===== config.mk =====
export PLATFORM = sky130hd
export DESIGN_NAME = btn_event_arbiter
export DESIGN_NICKNAME = d
export VERILOG_FILES = /design/src/rtl/btn_event_arbiter.sv
export SDC_FILE = /design/constraint.sdc
export NUM_CORES = 1
export LEC_CHECK = 0
export CAP_MARGIN = 20
export CORE_UTILIZATION = 40
export CTS_CLUSTER_DIAMETER = 30
export DETAILED_ROUTE_END_ITERATION = 16
export PLACE_DENSITY = 0.62
export SLEW_MARGIN = 10
export SYNTH_ARGS = -nofsm -noshare
export SYNTH_HDL_FRONTEND = slang
export SYNTH_SLANG_ARGS = --single-unit

===== constraint.sdc =====
create_clock -name clk -period 1.9 [get_ports clk]
set_input_delay 0.19 -clock clk [delete_from_list [all_inputs] [get_ports clk]]
set_output_delay 0.19 -clock clk [all_outputs]
set_load 0.01 [all_outputs]

===== src/rtl/btn_event_arbiter.sv =====
// Button front end: per-button synchroniser, rise detector and lockout debounce,
// feeding pending event bits that a round-robin arbiter hands out over valid/ready.
module btn_event_arbiter #(
    parameter  int NUM_BTN  = 2,
    parameter  int LOCK_CYC = 1000,
    localparam int ID_W     = $clog2(NUM_BTN),
    localparam int CNT_W    = $clog2(LOCK_CYC + 1)
) (
    input  logic               clk,
    input  logic               rst_n,
    input  logic [NUM_BTN-1:0] btn,
    output logic               evt_valid,
    output logic [ID_W-1:0]    evt_id,
    input  logic               evt_ready,
    output logic [NUM_BTN-1:0] pending,
    output logic               overrun
);

    typedef enum logic {IDLE, OFFER} state_t;

    state_t             state_q, state_d;
    logic [NUM_BTN-1:0] s1_q, s2_q, s3_q;
    logic [NUM_BTN-1:0] rise, accept, clr;
    logic [CNT_W-1:0]   lock_q [NUM_BTN];
    logic [CNT_W-1:0]   lock_d [NUM_BTN];
    logic [NUM_BTN-1:0] pending_q, pending_d;
    logic               overrun_q, overrun_d;
    logic               evt_valid_q, evt_valid_d;
    logic [ID_W-1:0]    evt_id_q, evt_id_d;
    logic [ID_W-1:0]    rr_q, rr_d;
    logic [ID_W-1:0]    pick_hi, pick_lo, pick;
    logic               found_hi;
    logic               hs;

    // Sync flops reset to 1 so a button held through reset never looks like a rise.
    always_ff @(posedge clk) begin
        if (!rst_n) begin
            s1_q <= '1;
            s2_q <= '1;
            s3_q <= '1;
        end else begin
            s1_q <= btn;
            s2_q <= s1_q;
            s3_q <= s2_q;
        end
    end

    assign rise = s2_q & ~s3_q;

    always_comb begin
        accept = '0;
        for (int i = 0; i < NUM_BTN; i++) begin
            lock_d[i] = lock_q[i];
            if (lock_q[i] != '0) begin
                lock_d[i] = lock_q[i] - CNT_W'(1);
            end else if (rise[i]) begin
                accept[i] = 1'b1;
                lock_d[i] = CNT_W'(LOCK_CYC);
            end
        end
    end

    assign hs  = evt_valid_q & evt_ready;
    assign clr = hs ? (NUM_BTN'(1) << evt_id_q) : '0;

    // A fresh accept beats a same-cycle clear and is not an overrun.
    assign pending_d = (pending_q & ~clr) | accept;
    assign overrun_d = |(accept & pending_q & ~clr);

    // Round-robin: lowest set bit at or above rr, else lowest set bit below rr.
    always_comb begin
        pick_hi  = '0;
        pick_lo  = '0;
        found_hi = 1'b0;
        for (int i = NUM_BTN - 1; i >= 0; i--) begin
            if (pending_q[i] && (ID_W'(i) >= rr_q)) begin
                pick_hi  = ID_W'(i);
                found_hi = 1'b1;
            end
            if (pending_q[i] && (ID_W'(i) < rr_q)) begin
                pick_lo = ID_W'(i);
            end
        end
        pick = found_hi ? pick_hi : pick_lo;
    end

    always_comb begin
        state_d     = state_q;
        evt_valid_d = evt_valid_q;
        evt_id_d    = evt_id_q;
        rr_d        = rr_q;
        case (state_q)
            IDLE: begin
                if (|pending_q) begin
                    evt_id_d    = pick;
                    evt_valid_d = 1'b1;
                    state_d     = OFFER;
                end
            end
            OFFER: begin
                if (evt_ready) begin
                    evt_valid_d = 1'b0;
                    rr_d        = (evt_id_q == ID_W'(NUM_BTN - 1)) ? '0 : evt_id_q + ID_W'(1);
                    state_d     = IDLE;
                end
            end
            default: begin
                evt_valid_d = 1'b0;
                state_d     = IDLE;
            end
        endcase
    end

    always_ff @(posedge clk) begin
        if (!rst_n) begin
            state_q     <= IDLE;
            pending_q   <= '0;
            overrun_q   <= 1'b0;
            evt_valid_q <= 1'b0;
            evt_id_q    <= '0;
            rr_q        <= '0;
            for (int i = 0; i < NUM_BTN; i++) lock_q[i] <= '0;
        end else begin
            state_q     <= state_d;
            pending_q   <= pending_d;
            overrun_q   <= overrun_d;
            evt_valid_q <= evt_valid_d;
            evt_id_q    <= evt_id_d;
            rr_q        <= rr_d;
            for (int i = 0; i < NUM_BTN; i++) lock_q[i] <= lock_d[i];
        end
    end

    assign evt_valid = evt_valid_q;
    assign evt_id    = evt_id_q;
    assign pending   = pending_q;
    assign overrun   = overrun_q;

endmodule


# --- Yosys cells after proc, flatten, opt, wreduce, memory -nomap -nowiden ---
# Memories as Yosys holds them, arrays and structs flattened.
# Index checks and enable logic that the tools add are counted.
word_totals:
  ram_bits: 20
  ff_bits: 13
  output_inout_bits: 5
  mem_count: 1
mem_list:
  columns: ["name", "words", "width", "read_ports", "rd_clocked_by_memory_dff", "wr", "line", "source"]
  rows:
  - ["lock_q", 2, 10, 2, 0, 2, "24", "logic [CNT_W-1:0] lock_q [NUM_BTN];"]
op_classes:
  muxes: 26
  bitwise_logic: 11
  order_cmp: 4
  n_eq_ne: 2
  n_addsub: 3
  n_shift: 1
  reduce_logical: 11
ops:
  columns: ["op", "n"]
  rows:
  - ["two-way mux 10 bit", 6]
  - ["nonzero test 10 bit", 2]
  - ["subtractor 10 x 1 -> 10 bit, second input constant", 2]
  - ["two-way mux 1 bit", 17]
  - ["bitwise AND 2 bit", 4]
  - ["AND reduction 2 bit", 3]
  - ["logical AND 1 bit", 4]
  - ["!= test 2 bit, second input constant", 2]
  - ["NOT 2 bit", 2]
  - ["case mux 1 bit (2 select lines)", 2]
  - ["OR reduction 2 bit", 2]
  - [">= comparator 1 bit, first input constant", 2]
  - ["less-than comparator 1 bit, first input constant", 2]
  - ["two-way mux 2 bit", 1]
  - ["OR 1 bit", 2]
  - ["OR 2 bit", 1]
  - ["<< shifter 1 x 1 -> 2 bit, first input constant", 1]
  - ["adder 1 bit, second input constant", 1]
  - ["bitwise AND 1 bit", 1]
  - ["NOT 1 bit", 1]

# --- Logic depth before layout (Yosys ltp) ---
logic_depth:
  depth_word: 7
  depth_mapped: 8

# --- Least setup slack after synthesis ---
# Ideal clock, no wire load.
synth_path:
  path_kind: "flip-flop to flip-flop"
  startpoint: "memory lock_q[0][0] (netlist bit)"
  endpoint: "register overrun_q (netlist: overrun)"
  path_stages_with_launch: 9
  arrival_ns: 1.903
  period_less_slack_ns: 1.968
  t_required_ns: 1.835
  setup_time_ns: 0.065
  path_buffers: 2
  path_slack_ns: -0.068
  cell_sequence: "dfxtp_1 -> inv_1 -> ha_1 -> or3b_1 -> buf_6 -> or3_4 -> buf_6 -> o32a_1 -> nor2_1"
synth_lines:
  columns: ["element", "line", "source"]
  rows:
  - ["start: declaration", "24", null]
  - ["end signal: assignment", "126", "overrun_q <= overrun_d;"]
  - ["end: declaration", "27", "logic overrun_q, overrun_d;"]

==> impl_metrics.csv <==
group,metric,value,unit
timing,setup_slack,0.0638,ns
timing,hold_viol_final,0,
synthesis,ys_seq_area_share,45.4,%
grt,grt_pass1_vias,1168,
synthesis,syn_area_per_cell,9.09,µm²
routing,post-route-drc-count,0,
final_layout,multiInputGateArea,758,µm²
timing,slew_headroom,67.4,%
power_and_ir_drop,pwr-share-seq,36.4,%
min_path,hold_depth,1,
synthesis,netlist_area,1450,µm²
grt,grt_usage,16.5,%
power_and_ir_drop,p_comb_share,49.2,%
synthesis,dominantRegCellSynth,"dfxtp_1",
clocking,clock-sinks,33,
placed_design,preCtsSetupSlack,0.0336,ns
timing,maxSlewViolCount,0,
power_and_ir_drop,swShare,39.2,%
synthesis,synth_cell_types,43,
clocking,cts_made_buffers,5,
routing,wl,2880,µm
timing,timing.fmax,0.545,GHz
floorplan,io_pins,10,
job,cap_violations,0,
floorplan,fp-row-count,21,
final_layout,design_area,1740,µm²
synthesis,synth_top_area_cell,"dfxtp_1",
min_path,min_from,"s1_q[0]",
timing,setup_viol,0,
final_layout,regArea,663,µm²
clocking,cts-htree-levels,2,
clocking,insertion_delay,0.33,ns
synthesis,syn-num-nets,167,
power_and_ir_drop,power_leakage,0.649,nW
synthesis,synth_top_area_share,45.4,%
setup_path,end_kind,"flip-flop",
grt,grt-ovfl-total,0,
timing,finalClockSkew,0.0115,ns
final_layout,drive_above_1_share,16.6,%
setup_path,cp-start-kind,"flip-flop",
synthesis,synth_area_leaders,"dfxtp_1, a21oi_1, nand2b_1",
synthesis,ys_warn_count,0,
power_and_ir_drop,p_sw,1.22,mW
placed_design,gp_congestion,0.808,
min_path,holdCritPathClass,"flip-flop to flip-flop",
synthesis,async_flop_share,0,%
setup_path,cp_max_fo,6,
power_and_ir_drop,peakVddDrop,0.860,mV
grt,grt_max_degree,19,
final_layout,fin_util,51.1,%
final_layout,fillerInstances,336,
routing,first_pass_iters,4,
final_layout,nets,187,
timing,worstMarginPinSlew,0.485,ns
routing,wl_per_cell,12.7,µm
setup_path,crit_arrival,2.11,ns
floorplan,die_w,62.3,µm
timing,min_period_over_period,96.6,%
min_path,hold_end,"s2_q[0]",
setup_path,reg2reg_to,"lock_q[0][1]",
clocking,clock_path_buffers,2,
timing,rsz0062_at_grt,"true",
floorplan,die_area,3880,µm²
final_layout,area_growth,20.0,%
clocking,cts_tree,"done",
setup_path,cp.required,2.17,ns
synthesis,synthCells,160,
timing,period_minus_slack,1.84,ns
placed_design,post-dp-hpwl,2050,µm
setup_path,worstSetupPathType,"flip-flop to flip-flop",
clocking,cts_root_buf,"clkbuf_4",
setup_path,rrSetupSlack,0.06,ns
routing,ant_nets,0,
synthesis,synth_edf_count,0,
setup_path,r2r_start,"lock_q[0][1]",
final_layout,diodes,0,
routing,routed_via_density,5.45,
run_status,outcome,"finished clean",
grt,grt_pass1_wl,4990,µm
final_layout,final_common_cell,"dfxtp_1",
power_and_ir_drop,clockPowerShare,14.4,%
final_layout,final_cell_mix,"dfxtp_1, nor2_1, a21oi_1, nand2_1",
floorplan,die_h,62.3,µm
synthesis,ys_ff_latch,33,
grt,antenna_found_initial,0,
routing,vias,1237,
setup_path,r2r_cells,6,
placed_design,placed_cell_area,1640,µm²
clocking,path_clk_slew,0.11,ns
placed_design,port_buffers,9,
power_and_ir_drop,powerDensity,1780,nW/µm²
floorplan,start_util,42.6,%
routing,dr.first_iter.drc_count,108,
power_and_ir_drop,power.internal,1.89,mW
floorplan,coreArea,3420,µm²
## Yosys cell counts (3+ instances only)
cell and n:
a21oi_1 13, nand2b_1 9, inv_1 9, nand2_1 12
nor2_1 15, mux2i_1 4, o21ai_0 7, nand3_1 3
a211oi_1 5, buf_6 3, nor3_1 3, nor4_1 4
dfxtp_1 33
## timing repair
item / CTS / global route
setup endpoints to repair: 0 / 7
hold buffers: 0 / 0
gates resized for setup: 0 / 5
buffers inserted: 0 / 0
## critical path, stage by stage, from the launching register on
cell and delay, ns:
dfxtp_2 0.35, inv_2 0.07, ha_4 0.13, or3b_4 0.42
or3_4 0.43, mux2_4 0.31, nor2_1 0.08
## area by class of cell
| type | instances | area share, % |
|---|---|---|
| well taps | 46 | 3.30 |
| repair buffers | 18 | 9.04 |
| clock inverters | 1 | 0.287 |
| multi-input cells | 112 | 43.5 |
| inverters | 10 | 2.15 |
| flip-flops and latches | 33 | 38.0 |
| clock buffers | 7 | 3.73 |
## per-layer routing
metal	part of all wire (%)	wire, µm	vias to the layer above	GRT usage [%]
met2	46	1330	27	27.5
met1	47	1350	573	19.1
met5	0	0	-	0
li1	-	-	628	-
met4	2.3	65	0	7.56
met3	4.6	133	9	5.70
## how the worst max path moves through the flow
stage / start / end / depth (start not counted)
2_1_floorplan: lock_q[0][10] / lock_q[0][15] / 5
3_3_place_gp: lock_q[0][1] / lock_q[0][3] / 7
3_5_place_dp: lock_q[0][1] / lock_q[0][7] / 7
4_1_cts: lock_q[0][1] / lock_q[0][3] / 7
5_1_grt: lock_q[0][1] / lock_q[0][0] / 7
6_report: lock_q[0][1] / lock_q[0][1] / 6
## metrics by stage
step	hold slack, ns	power [mW]	instances	setup TNS, ns
3_3_place_gp	0.388	2.46	219	0
4_1_cts	0.399	3.01	227	0
2_1_floorplan	0.263	2.28	160	0
3_5_place_dp	0.395	2.55	219	0
5_1_grt	0.414	3.35	227	-0.0881
6_report	0.412	3.11	227	0
## state kept, by name, summed over array words and instances, names as in the netlist
name,count
lock_q,20
pending,2
s1_q,2
s2_q,2
s3_q,2
evt_id,1
evt_valid,1
overrun,1
rr_q,1
state_q,1
## power groups by stage
stage	clock, mW	sequential (mW)	combinational (mW)
2_1_floorplan	0	1.08	1.20
3_3_place_gp	0	1.12	1.34
3_5_place_dp	0	1.13	1.41
4_1_cts	0.468	1.12	1.42
5_1_grt	0.504	1.17	1.68
6_report	0.448	1.13	1.53
## cells by family (layout without fill, tap and decap cells)
logic type | Yosys count | in the layout | share of synthesized area (%)
buf+inv | 15 | 36 | 5.42
flops | 33 | 33 | 45.4
simple gates | 64 | 64 | 24.3
mux | 5 | 5 | 3.79
compound gates | 41 | 41 | 19.4
fa+ha+maj | 2 | 2 | 1.72
Note: power is estimated with default switching activity, not from simulation.
==> variant (same settings) <==
`LOCK_CYC`: 1000 -> 4000.
--- a/src/rtl/btn_event_arbiter.sv
+++ b/src/rtl/btn_event_arbiter.sv
@@ -4,3 +4,3 @@
     parameter  int NUM_BTN  = 2,
-    parameter  int LOCK_CYC = 1000,
+    parameter  int LOCK_CYC = 4000,
     localparam int ID_W     = $clog2(NUM_BTN),
Check against the original RTL: no difference found for any inputs over 10 cycles, from zero or initial values and one cycle with rst_n low; that may be too few to reach the edited logic, so the function may still have changed.
==> variant against the original RTL <==
  * Cell area increased by 19%
  * Total power is 17% higher
  * Global-route usage is 2.1 points higher
  * Worst setup slack improved by 24 ps
  * Sequential cell count increased by 4
  * Area after synthesis rose by 21%
  * Synthesized cell count rose by 20%
  * Core utilization down 0.59 points
  * Routed wire length is 29% higher
  * Critical endpoint is now lock_q[0][18]
  * Largest cell class unchanged
  * Largest power group unchanged
==> variant: results <==
group,metric,value,unit
outcome,status,"complete, no violations",
synthesis,synth_cell_types,46,
min_path,min-delay-start,"s1_q[0]",
power,p_leak,0.800,nW
sta,maxSlewHeadroom,0.678,
route,drt-total-wl,3730,um
route,num_vias,1473,
layout,final_nets,220,
synthesis,synth_edf_count,0,
power,vdd_ir_drop_max,0.639,mV
synthesis,synth_area_leaders,"dfxtp_1 42%, o311a_1 5.7%, nand2_1 3.8%",
clock_network,clkTransAtPathRegs,80,ps
layout,stdcell_count,262,
grt,track_usage,0.186,
synthesis,ys_seq_area_frac,0.422,
synthesis,synth_nets,201,
route,drt_iter0_markers,88,
setup_path,cpPeakStageDelay,400,ps
placed_design,place_ws,37.1,ps
synthesis,ys_top_cells_by_count,"37 x dfxtp_1, 18 x nand2_1, 13 x a21oi_1",
placed_design,dp.cells,254,
placed_design,routabilityCongestion,0.873,
setup_path,cp_slowest_cell,"or3b_4",
setup_path,cp_max_fo,4,
layout,layout-drive-gt1-share,0.151,
synthesis,ys_seq_elements,37,
grt,grt_pass1_vias,1423,
placed_design,dp_hpwl,2660,um
clock_network,clock-root-buffer,"clkbuf_8",
sta,fin_skew,8.26,ps
setup_path,cp.arrival,2050,ps
synthesis,syn_avg_cell_area,9.14,um2
grt,grt_pass1_wl,6300,um
-- variant: through the flow --
step           power, W  area [um2]  hold WS (ps)
2_1_floorplan   0.00244        1760           263
4_1_cts         0.00358        2060           412
5_1_grt         0.00389        2080           432
3_5_place_dp    0.00287        1940           393
6_report        0.00363        2080           411
3_3_place_gp    0.00280        1940           392
-- variant: cell families (layout without fill, tap and decap cells) --
family                   count (synthesis)  after routing  share of synthesized area
AND/OR/NAND/NOR                         93             93                      0.325
AO/OA/AOI/OAI                           38             38                      0.158
flip-flops                              37             37                      0.422
buffers and inverters                   14             34                     0.0328
adder cells (fa/ha/maj)                  4              4                     0.0285
multiplexers                             4              4                     0.0235
XOR/XNOR                                 2              2                    0.00998
-- variant: cell type report --
type / instances / area [um2]
Fill cell: 391 / 2040
Multi-Input combinational cell: 141 / 976
Sequential cell: 37 / 742
Timing Repair Buffer: 17 / 150
Clock buffer: 5 / 68.8
Tap cell: 50 / 62.6
Clock inverter: 3 / 43.8
Inverter: 9 / 33.8
-- variant: worst paths after layout --
path                        end  slack [ps]  cells past startpoint
setup / recovery  lock_q[0][18]          90                      6
hold / removal          s2_q[0]         410                      1
setup reg to reg  lock_q[0][18]          90                      6
hold reg to reg         s2_q[0]         410                      1
-- variant: layer usage --
layer  global-route usage  share of wire  vias up
met1                0.215           0.48      696
li1                     -              -      751
met4               0.0911          0.019        0
met3               0.0400          0.025        8
met2                0.321           0.47       18
met5                    0              0        -
-- variant: timing repair --
item | CTS | global route
resized for setup | 0 | 8
endpoints found under the setup margin | 0 | 6
hold buffers | 0 | 0
-- variant: power by group --
part           internal, W  leakage [nW]  switching, W
sequential        0.000999         0.304      0.000261
combinational     0.000823         0.437      0.000855
clock             0.000393        0.0585      0.000296
